$ cat src/rtl/resp_pkg.sv
// Shared types and constants for the event response framer.
package resp_pkg;

  typedef enum logic [1:0] {
    ST_IDLE = 2'd0,
    ST_LOAD = 2'd1,
    ST_SEND = 2'd2,
    ST_WAIT = 2'd3
  } state_t;

  localparam int FRAME_LEN_BASE = 7;
  localparam int FRAME_LEN_SEQ  = 8;
  localparam int IDX_W          = 3;
  localparam int EVT_W          = 40;
  localparam logic [7:0] SYNC_DEFAULT = 8'hA5;

  // XOR of the code byte and the four payload bytes of a queued event.
  function automatic logic [7:0] evt_xor(input logic [EVT_W-1:0] evt);
    return evt[39:32] ^ evt[31:24] ^ evt[23:16] ^ evt[15:8] ^ evt[7:0];
  endfunction

endpackage

$ cat src/rtl/resp_framer_if.sv
// Event push and uart_tx byte handshake bundle for resp_framer.
interface resp_framer_if;
  // Event side: i_evt_valid is a one-cycle push with no back-pressure; a push
  // seen while o_evt_full is high is dropped. Tx side: o_tx_dv is a one-cycle
  // strobe, o_tx_byte stays stable until uart_tx answers with an i_tx_done pulse.
  logic        i_evt_valid;
  logic [7:0]  i_evt_code;
  logic [31:0] i_evt_data;
  logic        o_evt_full;
  logic        o_tx_dv;
  logic [7:0]  o_tx_byte;
  logic        i_tx_done;
  logic        o_busy;
  logic [7:0]  o_drop_count;
  logic [7:0]  o_timeout_count;

  modport master (
    input  i_evt_valid, i_evt_code, i_evt_data, i_tx_done,
    output o_evt_full, o_tx_dv, o_tx_byte, o_busy, o_drop_count, o_timeout_count
  );

  modport slave (
    output i_evt_valid, i_evt_code, i_evt_data, i_tx_done,
    input  o_evt_full, o_tx_dv, o_tx_byte, o_busy, o_drop_count, o_timeout_count
  );
endinterface

$ cat src/rtl/resp_fifo.sv
// Synchronous event FIFO; full/empty resolved with an extra pointer bit.
module resp_fifo #(
  parameter int DEPTH = 4,
  parameter int W     = 40
) (
  input  logic                     clk,
  input  logic                     reset,
  input  logic                     push,
  input  logic                     pop,
  input  logic [W-1:0]             wdata,
  output logic [W-1:0]             rdata,
  output logic                     full,
  output logic                     empty,
  output logic [$clog2(DEPTH):0]   level
);
  localparam int AW = $clog2(DEPTH);

  logic [W-1:0] mem [DEPTH];
  logic [AW:0]  wr_ptr;
  logic [AW:0]  rd_ptr;

  assign empty = (wr_ptr == rd_ptr);
  assign full  = (wr_ptr[AW] != rd_ptr[AW]) && (wr_ptr[AW-1:0] == rd_ptr[AW-1:0]);
  assign level = wr_ptr - rd_ptr;
  assign rdata = mem[rd_ptr[AW-1:0]];

  always_ff @(posedge clk or posedge reset) begin
    if (reset) begin
      wr_ptr <= '0;
      rd_ptr <= '0;
    end else begin
      if (push && !full) wr_ptr <= wr_ptr + 1'b1;
      if (pop && !empty) rd_ptr <= rd_ptr + 1'b1;
    end
  end

  always_ff @(posedge clk) begin
    if (push && !full) mem[wr_ptr[AW-1:0]] <= wdata;
  end

endmodule

$ cat src/rtl/resp_framer.sv
// Frames queued status events into SYNC/[SEQ]/code/data/CHK byte packets for uart_tx.
// Optional macro RESP_SEQNUM_EN inserts a per-frame sequence byte after SYNC.
module resp_framer
  import resp_pkg::*;
#(
  parameter int         FIFO_DEPTH   = 4,
  parameter logic [7:0] SYNC_BYTE    = SYNC_DEFAULT,
  parameter int         DONE_TIMEOUT = 4095
) (
  input  logic                          clk,
  input  logic                          reset,
  resp_framer_if.master                 bus,
  output state_t                        dbg_state,
  output logic [$clog2(FIFO_DEPTH):0]   dbg_level
);
`ifdef RESP_SEQNUM_EN
  localparam int FRAME_LEN = FRAME_LEN_SEQ;
`else
  localparam int FRAME_LEN = FRAME_LEN_BASE;
`endif
  localparam int HDR = FRAME_LEN - 6;
  localparam int TW  = $clog2(DONE_TIMEOUT + 1);

  state_t             state_q, state_d;
  logic [IDX_W-1:0]   idx_q, idx_d;
  logic [TW-1:0]      timer_q;
  logic [7:0]         frame_q [FRAME_LEN_SEQ];
  logic [7:0]         load_bytes [FRAME_LEN_SEQ];
  logic [7:0]         drop_q, tmo_q;
  logic [EVT_W-1:0]   head;
  logic               fifo_full, fifo_empty, pop, drop, tmo_hit, last_byte;
  logic [7:0]         chk;
`ifdef RESP_SEQNUM_EN
  logic [7:0]         seq_q;
`endif

  assign pop       = (state_q == ST_LOAD);
  assign drop      = bus.i_evt_valid && fifo_full;
  assign last_byte = (idx_q == IDX_W'(FRAME_LEN - 1));
  assign tmo_hit   = (state_q == ST_WAIT) && !bus.i_tx_done && (timer_q == TW'(DONE_TIMEOUT - 1));

  resp_fifo #(.DEPTH(FIFO_DEPTH), .W(EVT_W)) u_fifo (
    .clk   (clk),
    .reset (reset),
    .push  (bus.i_evt_valid),
    .pop   (pop),
    .wdata ({bus.i_evt_code, bus.i_evt_data}),
    .rdata (head),
    .full  (fifo_full),
    .empty (fifo_empty),
    .level (dbg_level)
  );

  // Frame image built from the FIFO head; captured only in LOAD.
  always_comb begin
    for (int i = 0; i < FRAME_LEN_SEQ; i++) load_bytes[i] = 8'h00;
    chk = evt_xor(head);
    load_bytes[0] = SYNC_BYTE;
`ifdef RESP_SEQNUM_EN
    load_bytes[1] = seq_q;
    chk = chk ^ seq_q;
`endif
    for (int i = 0; i < 5; i++) load_bytes[HDR + i] = head[39 - 8*i -: 8];
    load_bytes[FRAME_LEN - 1] = chk;
  end

  always_comb begin
    state_d = state_q;
    idx_d   = idx_q;
    case (state_q)
      ST_IDLE: if (!fifo_empty) state_d = ST_LOAD;
      ST_LOAD: begin
        idx_d   = '0;
        state_d = ST_SEND;
      end
      ST_SEND: state_d = ST_WAIT;
      ST_WAIT: begin
        if (bus.i_tx_done) begin
          if (last_byte) begin
            state_d = fifo_empty ? ST_IDLE : ST_LOAD;
          end else begin
            idx_d   = idx_q + 1'b1;
            state_d = ST_SEND;
          end
        end else if (tmo_hit) begin
          state_d = ST_IDLE;
        end
      end
      default: state_d = ST_IDLE;
    endcase
  end

  always_ff @(posedge clk or posedge reset) begin
    if (reset) begin
      state_q <= ST_IDLE;
      idx_q   <= '0;
      timer_q <= '0;
      drop_q  <= 8'h00;
      tmo_q   <= 8'h00;
      for (int i = 0; i < FRAME_LEN_SEQ; i++) frame_q[i] <= 8'h00;
    end else begin
      state_q <= state_d;
      idx_q   <= idx_d;
      if (state_q == ST_SEND)      timer_q <= '0;
      else if (state_q == ST_WAIT) timer_q <= timer_q + TW'(1);
      if (drop && drop_q != 8'hFF)   drop_q <= drop_q + 8'd1;
      if (tmo_hit && tmo_q != 8'hFF) tmo_q  <= tmo_q + 8'd1;
      if (pop) begin
        for (int i = 0; i < FRAME_LEN_SEQ; i++) frame_q[i] <= load_bytes[i];
      end
    end
  end

`ifdef RESP_SEQNUM_EN
  // Advances on every LOAD, so frames later aborted still consume a number.
  always_ff @(posedge clk or posedge reset) begin
    if (reset)    seq_q <= 8'h00;
    else if (pop) seq_q <= seq_q + 8'd1;
  end
`endif

  assign bus.o_evt_full      = fifo_full;
  assign bus.o_tx_dv         = (state_q == ST_SEND);
  assign bus.o_tx_byte       = (state_q == ST_SEND || state_q == ST_WAIT) ? frame_q[idx_q] : 8'h00;
  assign bus.o_busy          = (state_q != ST_IDLE) || !fifo_empty;
  assign bus.o_drop_count    = drop_q;
  assign bus.o_timeout_count = tmo_q;
  assign dbg_state           = state_q;

endmodule

$ cat src/flat_wrapper.sv
// flat-port wrapper written by rule: the top's interface ports become plain ports
module resp_framer_flat import resp_pkg::*;
#(
  parameter int         FIFO_DEPTH   = 4,
  parameter logic [7:0] SYNC_BYTE    = SYNC_DEFAULT,
  parameter int         DONE_TIMEOUT = 4095
)
  (clk, reset, dbg_state, dbg_level, bus_i_evt_valid, bus_i_evt_code, bus_i_evt_data, bus_i_tx_done, bus_o_evt_full, bus_o_tx_dv, bus_o_tx_byte, bus_o_busy, bus_o_drop_count, bus_o_timeout_count);
  resp_framer_if bus_i ();
  input  logic clk;
  input  logic reset;
  output state_t dbg_state;
  output logic [$clog2(FIFO_DEPTH):0] dbg_level;
  input wire logic [$bits(bus_i.i_evt_valid)-1:0] bus_i_evt_valid;
  input wire logic [$bits(bus_i.i_evt_code)-1:0] bus_i_evt_code;
  input wire logic [$bits(bus_i.i_evt_data)-1:0] bus_i_evt_data;
  input wire logic [$bits(bus_i.i_tx_done)-1:0] bus_i_tx_done;
  output wire logic [$bits(bus_i.o_evt_full)-1:0] bus_o_evt_full;
  output wire logic [$bits(bus_i.o_tx_dv)-1:0] bus_o_tx_dv;
  output wire logic [$bits(bus_i.o_tx_byte)-1:0] bus_o_tx_byte;
  output wire logic [$bits(bus_i.o_busy)-1:0] bus_o_busy;
  output wire logic [$bits(bus_i.o_drop_count)-1:0] bus_o_drop_count;
  output wire logic [$bits(bus_i.o_timeout_count)-1:0] bus_o_timeout_count;
  assign bus_i.i_evt_valid = bus_i_evt_valid;
  assign bus_i.i_evt_code = bus_i_evt_code;
  assign bus_i.i_evt_data = bus_i_evt_data;
  assign bus_i.i_tx_done = bus_i_tx_done;
  assign bus_o_evt_full = bus_i.o_evt_full;
  assign bus_o_tx_dv = bus_i.o_tx_dv;
  assign bus_o_tx_byte = bus_i.o_tx_byte;
  assign bus_o_busy = bus_i.o_busy;
  assign bus_o_drop_count = bus_i.o_drop_count;
  assign bus_o_timeout_count = bus_i.o_timeout_count;
  resp_framer #(.FIFO_DEPTH(FIFO_DEPTH), .SYNC_BYTE(SYNC_BYTE), .DONE_TIMEOUT(DONE_TIMEOUT)) u_core (.clk(clk), .reset(reset), .bus(bus_i), .dbg_state(dbg_state), .dbg_level(dbg_level));
endmodule
$ cat config.mk
export PLATFORM = sky130hd
export DESIGN_NAME = resp_framer_flat
export DESIGN_NICKNAME = d
export VERILOG_FILES = /design/src/rtl/resp_pkg.sv /design/src/rtl/resp_framer_if.sv /design/src/rtl/resp_fifo.sv /design/src/rtl/resp_framer.sv /design/src/flat_wrapper.sv
export SDC_FILE = /design/constraint.sdc
export NUM_CORES = 1
export LEC_CHECK = 0
export CAP_MARGIN = 20
export CORE_MARGIN = 8
export CORE_UTILIZATION = 55
export DETAILED_ROUTE_END_ITERATION = 10
export HOLD_SLACK_MARGIN = 0.06
export PLACE_DENSITY = 0.83
export SLEW_MARGIN = 0
export SYNTH_ARGS = -nofsm -noshare
export SYNTH_HDL_FRONTEND = slang
export SYNTH_SLANG_ARGS = --single-unit
export TNS_END_PERCENT = 10
$ cat constraint.sdc
create_clock -name clk -period 3.85 [get_ports clk]
set_input_delay 0.385 -clock clk [delete_from_list [all_inputs] [get_ports clk]]
set_output_delay 0.385 -clock clk [all_outputs]
set_load 0.005 [all_outputs]
Word-level counts from Yosys, hierarchy flattened
Memories as Yosys holds them, arrays and structs flattened.
Cells that the tools add are included.
- reductions and logical operators: 19
- eq/ne operators: 14
- bitwise gates (word level): 5
- muxes and demuxes: 17
- $lt $le $gt $ge: 1
- add/subtract/negate cells: 7
- operators by type and width (operator ; count):
    8-bit bitwise XOR ; 4
    8-bit binary-select mux with 3-bit select ; 1
    12-bit two-way mux ; 2
    8-bit two-way mux ; 3
    8-bit by 1-bit adder with 8-bit output, second input constant ; 2
    8-bit != test, second input constant ; 2
    12-bit by 1-bit adder with 12-bit output, second input constant ; 1
    12-bit == test, second input constant ; 1
    3-bit by 1-bit adder with 3-bit output, second input constant ; 3
    1-bit logical AND ; 8
    2-bit two-way mux ; 4
    2-bit case mux with 4 select lines ; 1
    3-bit two-way mux ; 2
    2-bit != test, second input constant ; 3
    3-bit case mux with 2 select lines ; 1
    2-bit nonzero test ; 3
    2-bit == test, second input constant ; 2
    4-bit >= comparator, second input constant ; 1
    3-bit inverter with 4-bit output ; 1
    3-bit == test ; 1
    3-bit == test, second input constant ; 1
    1-bit logical NOT ; 3
    1-bit two-way mux ; 3
    3-bit by 2-bit != test with 1-bit output, second input constant ; 1
    other kinds (8) ; 9
- memories: 1
- word-level logic and storage cells: 78
- memory bits (writable): 160
- input bits: 44
- bits in registers: 88
- memory list (name ; depth ; width ; read ports ; clocked after Yosys merged registers in ; wr ports ; RTL line ; text):
    u_core.u_fifo.mem ; 4 ; 40 ; 1 ; 0 ; 1 ; resp_fifo.sv:18 ; logic [W-1:0] mem [DEPTH];

Depth between registers and ports, before layout
Gate-level depths: netlist of run 1.
- word-level depth: 6
- mapped depth: 9
- depth with buffers taken out: 6

By module
Synthesis of run 1 repeated with hierarchy kept, for this count alone.
- cell total of the unflattened synthesis: 719
- area, all modules: 10472.5 um^2
- modules (own cells, without submodules) (module ; cells each ; instances ; seq. area each (um^2) ; area an instance (um^2)):
    resp_fifo ; 256 ; 1 ; 4954.8 ; 6229.7
    resp_framer ; 463 ; 1 ; 2052.0 ; 4242.8

Worst setup path after synthesis of run 1
No wires, ideal clock.
- path type: flip-flop to flip-flop
- start point: register u_core.u_fifo.rd_ptr[1]
- end point: memory u_core.u_fifo.mem[3][0], enable pin
- required time: 3.447 ns
- setup slack: 0.823 ns
- buffers on the path: 3
- cell stages (with the launch flop): 9
- library setup time: 0.403 ns
- arrival time: 2.624 ns
- path through: dfrtp_1 buf_2 buf_2 buf_2 inv_1 ha_1 nand2_1 o21a_1 and2_1
- longest elaborated chain between the ends: 6
- ends and longest elaborated chain (element ; RTL line ; text):
    start: declaration ; resp_fifo.sv:20 ; logic [AW:0] rd_ptr;
    start signal: assignment ; resp_fifo.sv:33 ; if (pop && !empty) rd_ptr <= rd_ptr + 1'b1;
    2-bit == test ; resp_fifo.sv:23 ; assign full = (wr_ptr[AW] != rd_ptr[AW]) && (wr_ptr[AW-1:0] == rd_ptr[AW-1:0]);
    1-bit logical AND ; resp_fifo.sv:23 ;
    1-bit logical NOT ; resp_fifo.sv:38 ; if (push && !full) mem[wr_ptr[AW-1:0]] <= wdata;
    1-bit logical AND ; resp_fifo.sv:38 ;
    1-bit two-way mux ; resp_fifo.sv:38 ;
    1-bit two-way mux (implied by the code) ; resp_fifo.sv:38 ;
    end: declaration ; resp_fifo.sv:18 ;
No other way between the ends.

Worst setup path in the final report of run 1
- start point: register u_core.idx_q[0]
- end point: output port bus_o_tx_byte[0]
- longest elaborated chain between the ends: 5
- ends and longest elaborated chain (element ; RTL line ; text):
    start: declaration ; resp_framer.sv:25 ; logic [IDX_W-1:0] idx_q, idx_d;
    start signal: assignment ; resp_framer.sv:103 ; idx_q <= idx_d;
    3-bit inverter with 4-bit output (implied by the code) ; resp_framer.sv:124 ; assign bus.o_tx_byte = (state_q == ST_SEND || state_q == ST_WAIT) ? frame_q[idx_q] : 8'h00;
    8-bit binary-select mux with 3-bit select ; resp_framer.sv:124 ;
    8-bit two-way mux (implied by the code) (2 in a row) ; resp_framer.sv:124 ;
    8-bit two-way mux ; resp_framer.sv:124 ;
    end: declaration ; flat_wrapper.sv:20 ; output wire logic [$bits(bus_i.o_tx_byte)-1:0] bus_o_tx_byte;
No other way between the ends. The select of a mux whose other input is x is not followed.

==> impl_metrics.toml, run 1 <==
[timing]
whs_ns = 0.2963
setup_tns_ns = 0
setup_viol = 0
post-route-period-util_pct = 90.29
min_period_ns = 3.476
rsz0062_at_grt = "false"
maxSlewViolCount = 0
clock-skew-final_ns = 0.01668
hold_viol = 0
slew_headroom_pct = 35.72
worstMarginPinSlew_ns = 0.9642
fmax_mhz = 287.7

[cts]
cts-root-buf = "clkbuf_16"
cts_tree = "done"
clk_latency_ns = 0.52
postCtsHoldBufs = 0
cts_buffer_depth = 3
clkSinkCount = 248
cts_buffers = 24
htree_num_levels = 1
cts_resized = 0
clkTransAtPathRegs_ns = 0.06
cts_setup_buffers = 0

[finish]
layout.nets = 835
final-seq-area_sq_mm = 0.007008
multi_input_area_sq_mm = 0.003282
finalInstanceArea_sq_mm = 0.01230
diodes = 0
syn2layout_area_growth_pct = 17.02
layout_commonest_cell = "edfxtp_1"
drive_gt1_share_pct = 14.47
nFillCells = 1211
mostFrequentLayoutCells = "edfxtp_1 (160), nand2_1 (146), dfrtp_1 (87)"

[floorplanning]
die_h_um = 154.3
dieArea_sq_mm = 0.02380
die_w_um = 154.3
core_area_sq_mm = 0.01871
ioPinCount = 76
rows = 50
start_util_pct = 56.21

[hold_path]
worst_hold_path_type = "input port to async pin"

[routing]
via_count = 6005
wl_per_cell_um = 20.88
ant_nets = 0
dr.first_iter.drc_count = 471
vias_per_cell = 5.836
drt-pass1-iter-count = 5
wirelength_um = 21490
drc = 0

[critical_path]
cp-start-kind = "flop"
cp.arrival_ns = 3.09
endpoint_kind = "primary output"
crit_required_ns = 3.46
worstPathMaxFanout = 22
path_class = "flop to primary output"

[status]
status = "completed"

[synth]
synth.distinct_cells = 49
synthFlopType = "edfxtp_1"
syn-instance-count = 694
syn-cell-area_sq_mm = 0.01051
yosysWarnings = 0
synth.avg_cell_area_sq_um = 15.15
synth_edf_count = 160
ys_seq_area_share_pct = 66.64
ys_async_sr_fraction_pct = 35.48
synth.ff_latch_count = 248
syn-num-nets = 752

[global_routing]
grt_usage_pct = 18.19
grt_max_degree = 58
antenna_found_initial = 0
grt_pass1_wl_um = 34230
grt-ovfl-total = 0
grt_pass1_vias = 6317

[run]
drv_cap = 0

[power]
p_leak_nw = 4.839
power.total_mw = 10.12
power.density_mw_per_mm2 = 822.6
max-vdd-ir-drop_v = 0.0004263

[place]
dpl_cell_area_sq_mm = 0.01148
port_buffers = 75
hpwlAfterDp_um = 13880
place.gp.congestion = 0.8573
Yosys cell counts (all sizes together), types with 2 or more instances:
cell	n	share of area, %
a211oi	8	0.57
a21oi	11	0.52
a221oi	4	0.33
a22o	3	0.25
and2	4	0.24
and3	4	0.24
and4	3	0.25
buf	15	1.1
clkbuf	15	0.54
dfrtp	88	21
edfxtp	160	46
ha	13	1.5
inv	15	0.54
mux2	8	0.86
mux2i	9	0.86
mux4	44	9.7
nand2	146	5.2
nand2b	2	0.12
nand3	11	0.52
nand4	4	0.24
nor2	32	1.1
nor3	7	0.33
nor4	4	0.24
nor4b	2	0.17
o21ai	16	0.76
xnor2	25	2.7
xnor3	8	1.7
xor2	18	1.5
logic make-up after synthesis:
kind of cell | count (synthesis) | share of synthesized area, %
DFF | 248 | 66.64
and+or+nand+nor | 226 | 9.187
muxes | 61 | 11.39
xor gates and xnor gates | 51 | 5.867
AOI/OAI and AO/OA | 49 | 2.963
buffers and inverters | 45 | 2.213
adders and majority gates | 14 | 1.738
per-layer routing:
layer / vias to the layer above / wire length, um / part of all wire, % / global-route usage [%]
met5: - / 0 / 0 / 0
met4: 0 / 695 / 3.2 / 6.160
met3: 48 / 1253 / 5.8 / 3.706
met2: 212 / 10890 / 51 / 31.23
met1: 3042 / 8648 / 40 / 22.72
li1: 2703 / - / - / -
report_power, final:
| part | total (mW) | internal, mW | leakage, nW | switching, mW |
|---|---|---|---|---|
| sequential | 4.01 | 3.58 | 2.59 | 0.431 |
| clock | 2.42 | 1.42 | 0.388 | 0.995 |
| combinational | 3.70 | 1.85 | 1.86 | 1.85 |
| total | 10.1 | 6.85 | 4.84 | 3.27 |
worst paths after layout:
check | start | end | slack (ns) | cells past startpoint
max in group asynchronous | reset | u_core.frame_q[13] | 2.77 | 3
worst min register to register | u_core.frame_q[31] | u_core.frame_q[31] | 0.48 | 2
worst max-delay path | u_core.idx_q[0] | bus_o_tx_byte[0] | 0.37 | 5
min in group clk | u_core.frame_q[31] | u_core.frame_q[31] | 0.48 | 2
worst max register to register | u_core.u_fifo.rd_ptr[0] | u_core.frame_q[15] | 1.29 | 5
worst min-delay path | reset | u_core.bus.o_drop_count[4] | 0.30 | 2
sequential cells by signal, indices dropped and copies added (netlist names):
name	count
u_core.u_fifo.rd_ptr	3
u_core.dbg_state	2
u_core.idx_q	3
u_core.frame_q	49
u_core.bus.o_drop_count	8
u_core.timer_q	12
u_core.u_fifo.wr_ptr	3
u_core.bus.o_timeout_count	8
u_core.u_fifo.mem	160
stage by stage:
stage                     cells  utilization [%]  setup slack, ns
after floorplan             694                -           0.8230
after global placement      985            61.38            1.074
final                      1029            65.77           0.3737
after detailed placement    985            61.38           0.9517
after global routing       1029            65.77           0.1699
after CTS                  1029            65.77           0.3654
critical path, cell delays in order (launching register included):
cell and delay (ns):
dfrtp_1 0.81, inv_1 0.16, nor2_1 0.46, a21oi_1 0.14
a211oi_1 0.42, clkdlybuf4s50_1 0.59
area by class of cell:
| type | count | area share (%) |
|---|---|---|
| clock inverters | 18 | 1.739 |
| multi-input cells | 401 | 26.68 |
| clock buffers | 26 | 4.943 |
| repair buffers | 87 | 6.834 |
| well taps | 234 | 2.380 |
| flip-flops and latches | 248 | 56.96 |
| inverters | 15 | 0.4678 |
(Power assumes the default switching activity.)
==> run 2, diff against run 1 <==
Settings changed: CORE_UTILIZATION 55 to 33, PLACE_DENSITY 0.83 to 0.61.
==> impl_metrics.toml, run 2 (synthesized netlist as in run 1, its figures left out) <==
[status]
status = "completed"

[cts]
clk_latency_ns = 0.53
cts_buffers = 25
cts_tree = "done"
clkTransAtPathRegs_ns = 0.06
htree_num_levels = 1
cts-root-buf = "clkbuf_16"
cts_buffer_depth = 3
cts_resized = 0
clkSinkCount = 248
postCtsHoldBufs = 0
cts_setup_buffers = 0

[critical_path]
crit_required_ns = 3.46
cp-start-kind = "flop"
endpoint_kind = "primary output"
cp.arrival_ns = 2.89
path_class = "flop to primary output"
worstPathMaxFanout = 12

[timing]
slew_headroom_pct = 31.16
clock-skew-final_ns = 0.01416
hold_viol = 0
min_period_ns = 3.278
worstMarginPinSlew_ns = 1.029
maxSlewViolCount = 0
setup_viol = 0
setup_tns_ns = 0
post-route-period-util_pct = 85.15
fmax_mhz = 305.1
rsz0062_at_grt = "false"

[routing]
via_count = 5770
ant_nets = 0
drc = 0
dr.first_iter.drc_count = 228
wirelength_um = 21690
vias_per_cell = 4.816
drt-pass1-iter-count = 4
wl_per_cell_um = 18.11

[place]
place.gp.congestion = 0.7818
port_buffers = 75
hpwlAfterDp_um = 13890

[run]
drv_cap = 0

[global_routing]
grtUsageMet1_pct = 14.98
grt_pass1_vias = 5985
grt_pass1_wl_um = 34400
grt-ovfl-total = 0
grt_max_degree = 58
grt_busiest_layer = "met2"
grt_usage_pct = 11.42
antenna_found_initial = 0
met2_usage_pct = 18.92
met3_usage_pct = 2.246

[power]
clkPwrFrac_pct = 23.1
p_seq_share_pct = 39.5
p_switching_mw = 3.250
power.total_mw = 9.982
p_int_mw = 6.733
power.density_mw_per_mm2 = 799.8
p_sw_share_pct = 32.55
p_comb_share_pct = 37.4
max-vdd-ir-drop_v = 0.0003787
p_leak_nw = 4.827

[finish]
largest_reg_flops = 160
drive_gt1_share_pct = 14.07
layout.nets = 835
layout_commonest_cell = "edfxtp_1"
syn2layout_area_growth_pct = 18.71
mostFrequentLayoutCells = "edfxtp_1 (160), nand2_1 (145), dfrtp_1 (86)"
diodes = 0

[hold_path]
worst_hold_path_type = "input port to async pin"

[floorplanning]
die_w_um = 194.5
rows = 65
die_h_um = 194.5
ioPinCount = 76
core_area_sq_mm = 0.03147
dieArea_sq_mm = 0.03783
start_util_pct = 33.40
==> run 2: changes by cell type in the layout (fill, tap and decap cells not counted), moves of 2 or more <==
cell,delta
clkinv_1,+5
bufinv_16,-3
buf_4,-2
clkinvlp_4,-2
inv_6,+2
==> run 2: worst max-delay path, stage by stage, from the launching register on <==
cell and delay (ns):
dfrtp_1 0.55, nor2_1 0.55, a21oi_1 0.16, a211oi_1 0.51, clkdlybuf4s50_1 0.61
==> run 2: metal layers <==
| metal | up-vias | share of wire, % |
|---|---|---|
| met2 | 143 | 48 |
| met1 | 2891 | 45 |
| li1 | 2705 | - |
| met4 | 0 | 2.6 |
| met5 | - | 0 |
| met3 | 31 | 4.3 |
==> run 2: worst paths after layout <==
kind	depth (start not counted)	from	slack [ns]	end
worst max-delay path	4	u_core.idx_q[1]	0.57	bus_o_tx_byte[7]
worst min-delay path	2	reset	0.33	u_core.timer_q[7]
worst max register to register	6	u_core.u_fifo.wr_ptr[0]	1.51	u_core.u_fifo.mem[3][14]
worst min register to register	2	u_core.frame_q[50]	0.48	u_core.frame_q[50]
max in group asynchronous	3	reset	2.72	u_core.bus.o_timeout_count[3]
min in group clk	2	u_core.frame_q[50]	0.48	u_core.frame_q[50]
==> run 2: layout make-up <==
cell class | count | area (sq um)
clock buffers | 29 | 650.6
clock inverters | 17 | 130.1
fillers | 2906 | 18990
inverters | 15 | 57.56
multi-input cells | 401 | 3284
flip-flops and latches | 248 | 7009
well taps | 402 | 503.0
repair buffers | 86 | 845.8
==> run 2: power groups by stage <==
stage          Sequential, mW  Combinational [mW]  Clock, mW
4_1_cts                  3.95                3.83       2.37
5_1_grt                  4.02                4.08       2.47
3_3_place_gp             3.98                3.78          0
3_5_place_dp             4.00                3.81          0
6_report                 3.94                3.74       2.30
2_1_floorplan            3.84                2.75          0
==> run 2: metrics by stage <==
| stage | setup WS [ns] | util [%] | instances | area, sq um | hold WS, ns |
|---|---|---|---|---|---|
| after CTS | 0.5752 | 39.65 | 1198 | 12480 | 0.3529 |
| final | 0.5719 | 39.65 | 1198 | 12480 | 0.3259 |
| after global placement | 1.253 | 37.17 | 1152 | 11700 | 0.4648 |
| after detailed placement | 1.193 | 37.17 | 1152 | 11700 | 0.4650 |
| after global routing | 0.3930 | 39.65 | 1198 | 12480 | 0.3972 |
| after floorplan | 0.8230 | - | 694 | 10510 | 0.4401 |
==> run 3, diff against run 2 <==
Settings changed: PLACE_DENSITY 0.61 to unset.
==> impl_metrics.toml, run 3 (synthesized netlist as in run 1, its figures left out) <==
[critical_path]
path_cells = "nor2b_1 > a221oi_1 > a211oi_1 > clkdlybuf4s50_1"
crit_buf_inv = 1
r2r_slack_ns = 1.42
endpoint_kind = "primary output"
max_stage_delay_ns = 0.98
crit_required_ns = 3.46
worstPathMaxFanout = 22
cp-start-kind = "flop"
path_class = "flop to primary output"
cp.arrival_ns = 3.15
worst_path_max_delay_cell = "dfrtp_1"
critPathTopFamily = "flip-flops"

[global_routing]
grt_busiest_layer = "met2"
grt_max_degree = 58
met2_usage_pct = 18.25
grt_usage_pct = 11.36
grt-ovfl-total = 0
grtUsageMet1_pct = 15.49
grt_pass1_wl_um = 34360
grt_pass1_vias = 5882
met3_usage_pct = 2.539
antenna_found_initial = 0

[finish]
diodes = 0
largest_reg_flops = 160
layout_commonest_cell = "edfxtp_1"
fin_util_pct = 39.99
drive_gt1_share_pct = 14.79
mostFrequentLayoutCells = "edfxtp_1 (160), nand2_1 (145), dfrtp_1 (86)"
syn2layout_area_growth_pct = 19.72
layout.nets = 836

[timing]
rsz0062_at_grt = "false"
maxSlewViolCount = 0
fmax_mhz = 283.1
clock-skew-final_ns = 0.02556
post-route-period-util_pct = 91.74
fin_ws_ns = 0.3180
slew_headroom_pct = 30.83
hold_viol = 0
setup_tns_ns = 0
setup_viol = 0
min_period_ns = 3.532
worstMarginPinSlew_ns = 1.034

[floorplanning]
die_h_um = 194.5
start_util_pct = 33.40
dieArea_sq_mm = 0.03783
core_area_sq_mm = 0.03147
rows = 65
ioPinCount = 76
die_w_um = 194.5

[power]
max-vdd-ir-drop_v = 0.0003829
p_comb_share_pct = 36.4
p_seq_share_pct = 39.0
power.density_mw_per_mm2 = 803.7
p_int_mw = 6.895
p_leak_nw = 4.878
p_switching_mw = 3.221
p_sw_share_pct = 31.84
clkPwrFrac_pct = 24.6

[status]
status = "completed"

[routing]
drc = 0
drt-pass1-iter-count = 5
via_count = 5721
wirelength_um = 21250
ant_nets = 0
vias_per_cell = 4.768
dr.first_iter.drc_count = 214
wl_per_cell_um = 17.71

[cts]
htree_num_levels = 1
cts_buffer_depth = 3
cts_resized = 0
cts_setup_buffers = 0
clk_latency_ns = 0.54
clkSinkCount = 248
cts_tree = "done"
cts_buffers = 26
cts-root-buf = "clkbuf_16"
clkTransAtPathRegs_ns = 0.06
postCtsHoldBufs = 0

[place]
hpwlAfterDp_um = 14080
port_buffers = 75
preCtsSetupSlack_ns = 0.8639
place.gp.congestion = 0.7755

[hold_path]
worst_hold_path_type = "input port to async pin"

[run]
drv_cap = 0
[run 3: cell type report]
class | count | area, sq um
Clock buffer | 28 | 658.1
Sequential cell | 248 | 7009
Timing Repair Buffer | 86 | 870.8
Multi-Input combinational cell | 401 | 3284
Inverter | 15 | 57.56
Clock inverter | 20 | 203.9
Fill cell | 2902 | 18890
Tap cell | 402 | 503.0
[run 3: stage by stage]
step | hold slack, ns | cell area (sq um) | power [mW] | cells
2_1_floorplan | 0.4401 | 10510 | 6.590 | 694
3_3_place_gp | 0.4631 | 11730 | 7.745 | 1152
3_5_place_dp | 0.4618 | 11730 | 7.801 | 1152
4_1_cts | 0.3282 | 12590 | 10.32 | 1200
5_1_grt | 0.3829 | 12590 | 10.75 | 1200
6_report | 0.3088 | 12590 | 10.12 | 1200
[run 3: worst register-to-register path, delay by kind of cell (launching register included)]
kind,cells,cell delay (ns)
buffers and inverters,2,0.54
DFF,1,0.40
and+or+nand+nor,2,0.63
adders and majority gates,1,0.30
AOI/OAI and AO/OA,1,0.26
[run 3: power by group through the flow]
stage	registers, mW	clock network (mW)	logic (mW)
floorplan	3.84	0	2.75
global placement	3.99	0	3.75
detailed placement	4.01	0	3.79
CTS	3.96	2.56	3.80
global route	4.04	2.66	4.06
finish	3.95	2.48	3.68
[run 3: worst paths after layout]
check / to / startpoint / cells past startpoint
max: bus_o_tx_byte[4] / u_core.idx_q[1] / 4
max reg2reg: u_core.u_fifo.mem[1][24] / u_core.u_fifo.wr_ptr[0] / 6
min in group clk: u_core.frame_q[25] / u_core.frame_q[25] / 2
min reg2reg: u_core.frame_q[25] / u_core.frame_q[25] / 2
min: u_core.bus.o_drop_count[6] / reset / 2
max in group asynchronous: u_core.frame_q[39] / reset / 3
[run 3: layer usage]
layer  wire, um  share of wire (%)  vias up
li1           -                  -     2715
met5          0                  0        -
met1       9621                 45     2865
met2      10220                 48      108
met3        968                4.6       33
met4        444                2.1        0
